==> src/rtl/mdu_iter.sv <==
// mdu_iter: multi-cycle RV32M/RV64M multiply-divide unit.
// Registered single-cycle multiplier plus a restoring radix-2 divider
// (one quotient bit per cycle), behind valid/ready handshakes on both sides.
module mdu_iter #(
    parameter int WORD_SIZE = 32
) (
    input  logic                 clk_i,
    input  logic                 rst_i,
    input  logic                 valid_i,
    output logic                 ready_o,
    input  logic [2:0]           operator_i,
    input  logic [WORD_SIZE-1:0] operand_a_i,
    input  logic [WORD_SIZE-1:0] operand_b_i,
    input  logic                 flush_i,
    output logic                 valid_o,
    input  logic                 ready_i,
    output logic [WORD_SIZE-1:0] result_o
);

    localparam int W  = WORD_SIZE;
    localparam int CW = $clog2(WORD_SIZE) + 1;

    localparam logic [W-1:0] MOST_NEG = {1'b1, {(W-1){1'b0}}};

    typedef enum logic [2:0] {
        S_IDLE,
        S_MUL,
        S_DIV,
        S_FIX,
        S_DONE
    } state_t;

    state_t          state;
    logic [2:0]      op_q;
    logic [W-1:0]    a_q;      // multiplicand, or dividend/quotient shift register
    logic [W-1:0]    b_q;      // multiplier, or divisor magnitude
    logic [W-1:0]    rem_q;    // partial remainder (always below the divisor)
    logic [CW-1:0]   cnt_q;
    logic            sign_q;
    logic            sign_r;

    // Accept-time decode: special divide results and operand magnitudes.
    logic            div_signed;
    logic            div_zero;
    logic            div_ovf;
    logic [W-1:0]    special_res;
    logic [W-1:0]    a_mag;
    logic [W-1:0]    b_mag;

    // Multiplier datapath.
    logic            mul_a_sign;
    logic            mul_b_sign;
    logic [2*W-1:0]  mul_a_wide;
    logic [2*W-1:0]  mul_b_wide;
    logic [2*W-1:0]  product;
    logic [W-1:0]    mul_res;

    // Divider step and sign fix-up.
    logic [W:0]      rem_shift;
    logic [W:0]      diff;
    logic            q_bit;
    logic [W-1:0]    rem_next;
    logic [W-1:0]    quot_next;
    logic [W-1:0]    quot_fix;
    logic [W-1:0]    rem_fix;
    logic [W-1:0]    fix_res;

    // Combinational decode of the incoming request and of each datapath step.
    // NOTE: every signal gets a value on every path through always_comb;
    // a missing default here would infer a latch.
    always_comb begin
        div_signed  = ~operator_i[0];
        div_zero    = (operand_b_i == '0);
        div_ovf     = div_signed && (operand_a_i == MOST_NEG) && (operand_b_i == '1);
        special_res = '0;
        if (div_zero) begin
            special_res = operator_i[1] ? operand_a_i : '1;
        end else if (div_ovf) begin
            special_res = operator_i[1] ? '0 : operand_a_i;
        end
        a_mag = (div_signed && operand_a_i[W-1]) ? -operand_a_i : operand_a_i;
        b_mag = (div_signed && operand_b_i[W-1]) ? -operand_b_i : operand_b_i;

        // Sign-extending to 2W bits gives the exact (W+1)x(W+1) signed product
        // modulo 2^(2W), which holds both result words.
        mul_a_sign = ((op_q == 3'b001) || (op_q == 3'b010)) && a_q[W-1];
        mul_b_sign = (op_q == 3'b001) && b_q[W-1];
        mul_a_wide = {{W{mul_a_sign}}, a_q};
        mul_b_wide = {{W{mul_b_sign}}, b_q};
        product    = mul_a_wide * mul_b_wide;
        mul_res    = (op_q[1:0] == 2'b00) ? product[W-1:0] : product[2*W-1:W];

        // Restoring step: bring in the next dividend bit, subtract if it fits.
        rem_shift = {rem_q, a_q[W-1]};
        diff      = rem_shift - {1'b0, b_q};
        q_bit     = ~diff[W];
        rem_next  = q_bit ? diff[W-1:0] : rem_shift[W-1:0];
        quot_next = {a_q[W-2:0], q_bit};

        quot_fix = sign_q ? -a_q : a_q;
        rem_fix  = sign_r ? -rem_q : rem_q;
        fix_res  = op_q[1] ? rem_fix : quot_fix;
    end

    // Control FSM with registered handshake outputs and result.
    // NOTE: sequential state uses non-blocking assignments only, so every
    // register samples values from before the edge regardless of statement order.
    always_ff @(posedge clk_i or posedge rst_i) begin
        if (rst_i) begin
            state    <= S_IDLE;
            ready_o  <= 1'b1;
            valid_o  <= 1'b0;
            result_o <= '0;
            op_q     <= '0;
            a_q      <= '0;
            b_q      <= '0;
            rem_q    <= '0;
            cnt_q    <= '0;
            sign_q   <= 1'b0;
            sign_r   <= 1'b0;
        end else begin
            case (state)
                S_IDLE: begin
                    if (valid_i && ready_o) begin
                        op_q    <= operator_i;
                        ready_o <= 1'b0;
                        if (!operator_i[2]) begin
                            a_q   <= operand_a_i;
                            b_q   <= operand_b_i;
                            state <= S_MUL;
                        end else if (div_zero || div_ovf) begin
                            result_o <= special_res;
                            valid_o  <= 1'b1;
                            state    <= S_DONE;
                        end else begin
                            a_q    <= a_mag;
                            b_q    <= b_mag;
                            rem_q  <= '0;
                            cnt_q  <= CW'(W - 1);
                            sign_q <= div_signed && (operand_a_i[W-1] ^ operand_b_i[W-1]);
                            sign_r <= div_signed && operand_a_i[W-1];
                            state  <= S_DIV;
                        end
                    end
                end
                S_MUL: begin
                    if (flush_i) begin
                        state   <= S_IDLE;
                        ready_o <= 1'b1;
                    end else begin
                        result_o <= mul_res;
                        valid_o  <= 1'b1;
                        state    <= S_DONE;
                    end
                end
                S_DIV: begin
                    if (flush_i) begin
                        state   <= S_IDLE;
                        ready_o <= 1'b1;
                    end else begin
                        rem_q <= rem_next;
                        a_q   <= quot_next;
                        if (cnt_q == '0) begin
                            state <= S_FIX;
                        end else begin
                            cnt_q <= cnt_q - CW'(1);
                        end
                    end
                end
                S_FIX: begin
                    if (flush_i) begin
                        state   <= S_IDLE;
                        ready_o <= 1'b1;
                    end else begin
                        result_o <= fix_res;
                        valid_o  <= 1'b1;
                        state    <= S_DONE;
                    end
                end
                S_DONE: begin
                    // A handoff and a flush both end the operation the same way.
                    if (ready_i || flush_i) begin
                        valid_o <= 1'b0;
                        ready_o <= 1'b1;
                        state   <= S_IDLE;
                    end
                end
                default: begin
                    state   <= S_IDLE;
                    valid_o <= 1'b0;
                    ready_o <= 1'b1;
                end
            endcase
        end
    end

endmodule

==> config.mk <==
export PLATFORM = sky130hd
export DESIGN_NAME = mdu_iter
export DESIGN_NICKNAME = d
export VERILOG_FILES = /design/src/rtl/mdu_iter.sv
export SDC_FILE = /design/constraint.sdc
export NUM_CORES = 2
export LEC_CHECK = 0
export ABC_AREA = 1
export BUFFER_PORTS_ARGS = -buffer_cell sky130_fd_sc_hd__buf_2
export CORE_ASPECT_RATIO = 1.2
export CORE_UTILIZATION = 40
export DETAILED_ROUTE_END_ITERATION = 10
export HOLD_SLACK_MARGIN = 0.05
export PLACE_DENSITY_LB_ADDON = 0.1
export SYNTH_ARGS = -nofsm -noshare
export SYNTH_HDL_FRONTEND = slang
export SYNTH_SLANG_ARGS = --single-unit
==> constraint.sdc <==
create_clock -name clk_i -period 10.12 [get_ports clk_i]
set_input_delay 2.024 -clock clk_i [delete_from_list [all_inputs] [get_ports clk_i]]
set_output_delay 2.024 -clock clk_i [all_outputs]
set_load 0.005 [all_outputs]
# [Word-level counts from Yosys, hierarchy flattened]
# Cells that the tools add are included.
[totals] ff_bits=144 output_inout_bits=34 elab_cells=127
[op_classes] add_sub_neg=6 n_mul=1 eq_ne=22 mux=53 bitwise=5 reduce_logical=29
[ops] operator="$mux W32" n=26
[ops] operator="$neg A32 Y32" n=4
[ops] operator="$pmux W32 S2" n=2
[ops] operator="$pmux W32 S3" n=1
[ops] operator="$eq A32 B32 Y1 const B" n=2
[ops] operator="$mul A33 B33 Y64" n=1
[ops] operator="$sub A33 B32 Y33" n=1
[ops] operator="$logic_not A32 Y1" n=1
[ops] operator="$mux W6" n=5
[ops] operator="$ne A2 B2 Y1 const B" n=11
[ops] operator="$mux W3" n=7
[ops] operator="$reduce_and A6 Y1" n=3
[ops] operator="$pmux W3 S4" n=1
[ops] operator="$pmux W6 S2" n=1
[ops] operator="$eq A3 B2 Y1 const B" n=3
[ops] operator="$reduce_and A3 Y1" n=3
[ops] operator="$logic_and A1 B1 Y1" n=8
[ops] operator="$mux W1" n=8
[ops] operator="$reduce_and A4 Y1" n=2
[ops] operator="$eq A3 B1 Y1 const B" n=2
[ops] operator="$logic_not A6 Y1" n=1
[ops] operator="$ne A3 B3 Y1 const B" n=2
[ops] operator="$sub A6 B1 Y6 const B" n=1
[ops] operator="$reduce_and A5 Y1" n=1
[ops] operator="other kinds (14)" n=19

# [Depth between registers and ports, before layout]
[logic_depth] depth_word=9 mapped_depth=38

# [Worst setup path after synthesis]
# OpenSTA, ideal clock, no wires.
[synth_path] path_kind="flip-flop to flip-flop" startpoint="register op_q[0]" endpoint="register result_o[28]" setup_ns=0.115 arrival_ns=7.788 required_ns=10.005 path_slack_ns=2.217 path_stages_with_launch=35 n_path_buf=1 synth_period_minus_slack_ns=7.903 path_cell_list="dfrtp_1 -> inv_1 -> nand3_1 -> nand2_1 -> clkinv_1 -> clkbuf_1 -> nor2_1 -> fa_1 -> inv_1 -> fa_1 -> inv_1 -> fa_1 -> inv_1 -> fa_1 -> inv_1 -> fa_1 -> fa_1 -> fa_1 -> inv_1 -> fa_1 -> inv_1 -> ha_1 -> nand2_1 -> nor2_1 -> inv_1 -> nor3_1 -> nand2_1 -> nor3_1 -> nand2_1 -> nand4_1 -> nand3_1 -> nand2_1 -> inv_1 -> nor2_1 -> nor2_1"
[synth_between] elab_chain_cells=7 elab_cells_between_ends=10 cone_classes="mul (1); eq/ne (2); mux (3); reduce/logical (4)"
[synth_lines] element="start: declaration" line_no="34" text="logic [2:0] op_q;"
[synth_lines] element="start signal: assignment" line_no="125" text="op_q <= operator_i;"
[synth_lines] element="$eq A3 B1 Y1 or $eq A3 B2 Y1 (tied branches)" line_no="86, 87"
[synth_lines] element="$logic_or A1 B1 Y1" line_no="86" text="mul_a_sign = ((op_q == 3'b001) || (op_q == 3'b010)) && a_q[W-1];"
[synth_lines] element="$logic_and A1 B1 Y1" line_no="86"
[synth_lines] element="$mul A33 B33 Y64" line_no="90" text="product = mul_a_wide * mul_b_wide;"
[synth_lines] element="$mux W32 (*)" line_no="91" text="mul_res = (op_q[1:0] == 2'b00) ? product[W-1:0] : product[2*W-1:W];"
[synth_lines] element="$mux W32 (*)" line_no="147" text="if (flush_i) begin"
[synth_lines] element="$pmux W32 S3 (*)" line_no="122" text="case (state)"
[synth_lines] element="end signal: assignment" line_no="132" text="result_o <= special_res;"
[synth_lines] element="end signal: assignment" line_no="151" text="result_o <= mul_res;"
[synth_lines] element="end signal: assignment" line_no="175" text="result_o <= fix_res;"
[synth_lines] element="end: declaration" line_no="17" text="output logic [WORD_SIZE-1:0] result_o"
# Mark *: on every way between the ends. The rest lies on a longest branch, timed or not. The select of a mux whose other input is x is not followed.
# A chain may end at the register's enable or synchronous reset.

# [Worst setup path in the final report]
# Ends and elaborated chain as after synthesis.

==> PnR_summary.wiki <==
{| class="wikitable"
! Metric !! Value
|-
| Post-route clock period utilization || 0.894
|-
| First-pass GRT wire length || 308 mm
|-
| Cell taking the most area after synthesis || sky130_fd_sc_hd__fa_1
|-
| Post-synthesis net count || 8,864
|-
| Final-stage net count || 8,800
|-
| Area fraction in and, or, nand and nor cells after synthesis || 0.222
|-
| GRT Util Overall || 0.307
|-
| Fmax || between 100 and 150 MHz
|-
| Number of gates resized after cts || 0
|-
| Count of buffering cells on the critical path with inverters included || 14
|-
| Async S/R FF share, synth || 1.00
|-
| Cell types occupying the most area after synthesis || sky130_fd_sc_hd__fa_1, sky130_fd_sc_hd__nand2_1, sky130_fd_sc_hd__inv_1, sky130_fd_sc_hd__dfrtp_1, sky130_fd_sc_hd__ha_1
|-
| Setup repair after global routing missed its margin || false
|-
| Type of the worst setup path || flip-flop to flip-flop
|-
| Growth of design area from synthesis to finish || 5.90%
|-
| Clock transition at the register clock pins on the worst setup and hold paths after CTS || roughly 70 ps
|-
| Share of post-route cells with drive strength above 1 || 0.0451
|-
| Final ANT Viol Nets || 0
|-
| Wire per inst || 22.0 microns
|-
| Crit path time final || 9050 ps
|-
| Vias || around 46,000
|-
| Unique cell type count in the Yosys netlist || between 40 and 50
|-
| Routed WL || 201 mm
|-
| Final total negative setup slack || 0 ps
|-
| Area share of the largest cell type after synthesis || 0.421
|-
| Share of cell area taken by muxes after synthesis || 0
|-
| Chip Width || about 340 microns
|-
| Highest-delay cell along the critical path || sky130_fd_sc_hd__fa_1
|-
| Mean instance size in the synthesized netlist || 7.23 sq um
|-
| Peak per-stage delay on the critical path || 790 ps
|-
| Largest family of logic cells by synthesized area || adder cells
|-
| Effective utilization at floorplan || 0.405
|-
| Vertical die dimension || 403 microns
|-
| Start point of the critical path || op_q[0]
|-
| Most used flip-flop cell after synthesis || sky130_fd_sc_hd__dfrtp_1
|-
| Required time of the critical path || between 10,000 and 15,000 ps
|-
| Remaining global-route overflow || 0
|-
| Most common cell after layout, fill and taps aside || sky130_fd_sc_hd__nand2_1
|-
| Number of antenna violations at the first check in global routing || 5
|-
| Top cell by count, worst path || sky130_fd_sc_hd__inv_1
|-
| Delay-heaviest family, CP || adder cells
|-
| Antenna cells || 0
|-
| Number of design-rule violations left by the first detailed-router iteration || 3,173
|-
| Cell count of the worst hold path || 2
|-
| Class of the most critical hold timing path || flip-flop to flip-flop
|-
| DRT Pass-1 Iters || 9
|-
| Synth Area in Compound Gates || 0.0540
|-
| Gate count of the mapped netlist || between 7,000 and 8,000
|-
| CP Launch Type || flip-flop
|-
| Count of yosys warnings during synthesis || 0
|-
| FP Rows || 146
|-
| Placeable core region || 0.132 sq mm
|-
| Total of hold buffers inserted after clock tree synthesis || 0
|-
| Endpoint of the worst-slack reg-to-reg timing path || result_o[28]
|-
| Fin. max-slew vios || 0
|-
| Number of cells on the worst reg-to-reg path || 38
|-
| Number of enable-type register cells in the synthesized netlist || 0
|-
| Clk sinks || 144
|-
| Worst Setup End Kind || flip-flop
|-
| Count of state elements after synthesis || around 140
|-
| Number of global-route vias before repair || 50,000
|-
| Routability Congestion || 0.968
|-
| Final HPWL from detailed placement || 173 mm
|-
| Hold Path Sink || result_o[8]
|-
| Commonest cells after routing, fill and taps aside || sky130_fd_sc_hd__nand2_1, sky130_fd_sc_hd__inv_1, sky130_fd_sc_hd__fa_1
|-
| Hold Violations, Final || 0
|-
| Post-synthesis share of cell area spent on xor and xnor gates || 0.0134
|-
| Clock buffer depth || 2
|-
| Clock buffers created by TritonCTS || 17
|-
| Worst-margin pin slew || roughly 1400 ps
|-
| Die outline area || 0.135 sq mm
|-
| Clock Skew || 14.9 ps
|-
| Max Fanout on Critical Path || 17
|-
| Worst skew pair latency || 490 ps
|-
| I/O pins || 106
|-
| Total of buffers placed on input and output ports || 105
|-
| Post-CTS setup buffer count || 0
|-
| # H-tree levels || 4
|-
| Max Cap Violations || 0
|-
| Via/cell ratio || 5.07
|-
| R2r startpoint || op_q[0]
|-
| Clock tree from TritonCTS || built
|-
| Final-layout fill cell count || 14,100
|-
| Setup Viol. Count Final || 0
|-
| Worst min-delay path startpoint || result_o[8]
|-
| DRC || 0
|-
| Tightest slew margin relative to the limit || 0.0684
|-
| CTS Root Buffer Type || sky130_fd_sc_hd__clkbuf_16
|-
| Sequential element share of the synthesized area || 0.0673
|-
| Pin count of the biggest net entering global routing || 67
|-
| Fraction of the mapped netlist area in adder cells || 0.480
|-
| Post-synth design cell area || 0.0536 sq mm
|-
| Arrival @ worst endpoint || 9430 ps
|-
| R2r setup slk || 1070 ps
|-
| Status || finished clean
|}
## cells by family after synthesis
family,Yosys count
xor gates and xnor gates,82
buffers and inverters,2314
adders and majority gates,1378
DFF,144
and+or+nand+nor,2964
AOI/OAI and AO/OA,532
## worst max-delay path by stage
stage / to / slack (ps) / cells past startpoint
6_report: result_o[28] / 1070 / 38
3_3_place_gp: result_o[28] / 1140 / 38
2_1_floorplan: result_o[28] / 2220 / 34
3_5_place_dp: result_o[28] / 1100 / 38
5_1_grt: result_o[21] / 440 / 38
4_1_cts: result_o[28] / 1090 / 38
## worst reg2reg max path, delay by kind of cell, from the launching register on
family	cells	cell delay, ps
adder cells (fa/ha/maj)	9	4830
AND/OR/NAND/NOR	15	1910
buffers and inverters	14	1810
flip-flops	1	390
## per-stage QoR
stage	hold WS, ps	worst slack (ps)	std cells	area (sq um)	utilization
final	473	1070	9139	56700	0.428
after floorplan	459	2220	7414	53600	-
after CTS	480	1090	9139	56700	0.428
after global placement	461	1140	9107	56200	0.424
after detailed placement	461	1100	9107	56200	0.424
after global routing	497	438	9139	56700	0.428
## synthesized netlist by cell type, types with 19 or more instances
cell type and number:
sky130_fd_sc_hd__nor2_1 385, sky130_fd_sc_hd__ha_1 252, sky130_fd_sc_hd__xnor2_1 29, sky130_fd_sc_hd__dfrtp_1 143, sky130_fd_sc_hd__buf_1 35, sky130_fd_sc_hd__nand4_1 49
sky130_fd_sc_hd__a21oi_1 194, sky130_fd_sc_hd__inv_1 1961, sky130_fd_sc_hd__o211ai_1 38, sky130_fd_sc_hd__nor3_1 53, sky130_fd_sc_hd__buf_2 19, sky130_fd_sc_hd__o21ai_0 199
sky130_fd_sc_hd__o21ai_1 43, sky130_fd_sc_hd__nand3_1 327, sky130_fd_sc_hd__nand2_1 2104, sky130_fd_sc_hd__clkbuf_1 280, sky130_fd_sc_hd__xor2_1 53, sky130_fd_sc_hd__fa_1 1126
## area by class of cell
cell class | count | area (sq um) | share of cell area
clock buffers | 19 | 433 | 0.00763
inverters | 1972 | 7410 | 0.131
repair buffers | 259 | 1720 | 0.0303
clock inverters | 13 | 108 | 0.00190
multi-input cells | 4956 | 41200 | 0.727
flip-flops and latches | 144 | 3610 | 0.0636
well taps | 1776 | 2220 | 0.0392
## sequential cells by signal (all words and copies together), names as in the netlist, 3 cells and up
register / count
cnt_q: 6
b_q: 32
rem_q: 32
op_q: 3
a_q: 32
state: 3
result_o: 32
## metal layers
layer,track usage,routed length [microns],vias to the layer above
met5,0,0,-
met4,0.129,9640,0
met3,0.0230,7930,343
met2,0.553,103000,1238
met1,0.375,80800,23500
li1,-,-,21300
Power is not shown: default switching activity piles up to over one toggle a cycle in this logic, so the estimate is an artifact.
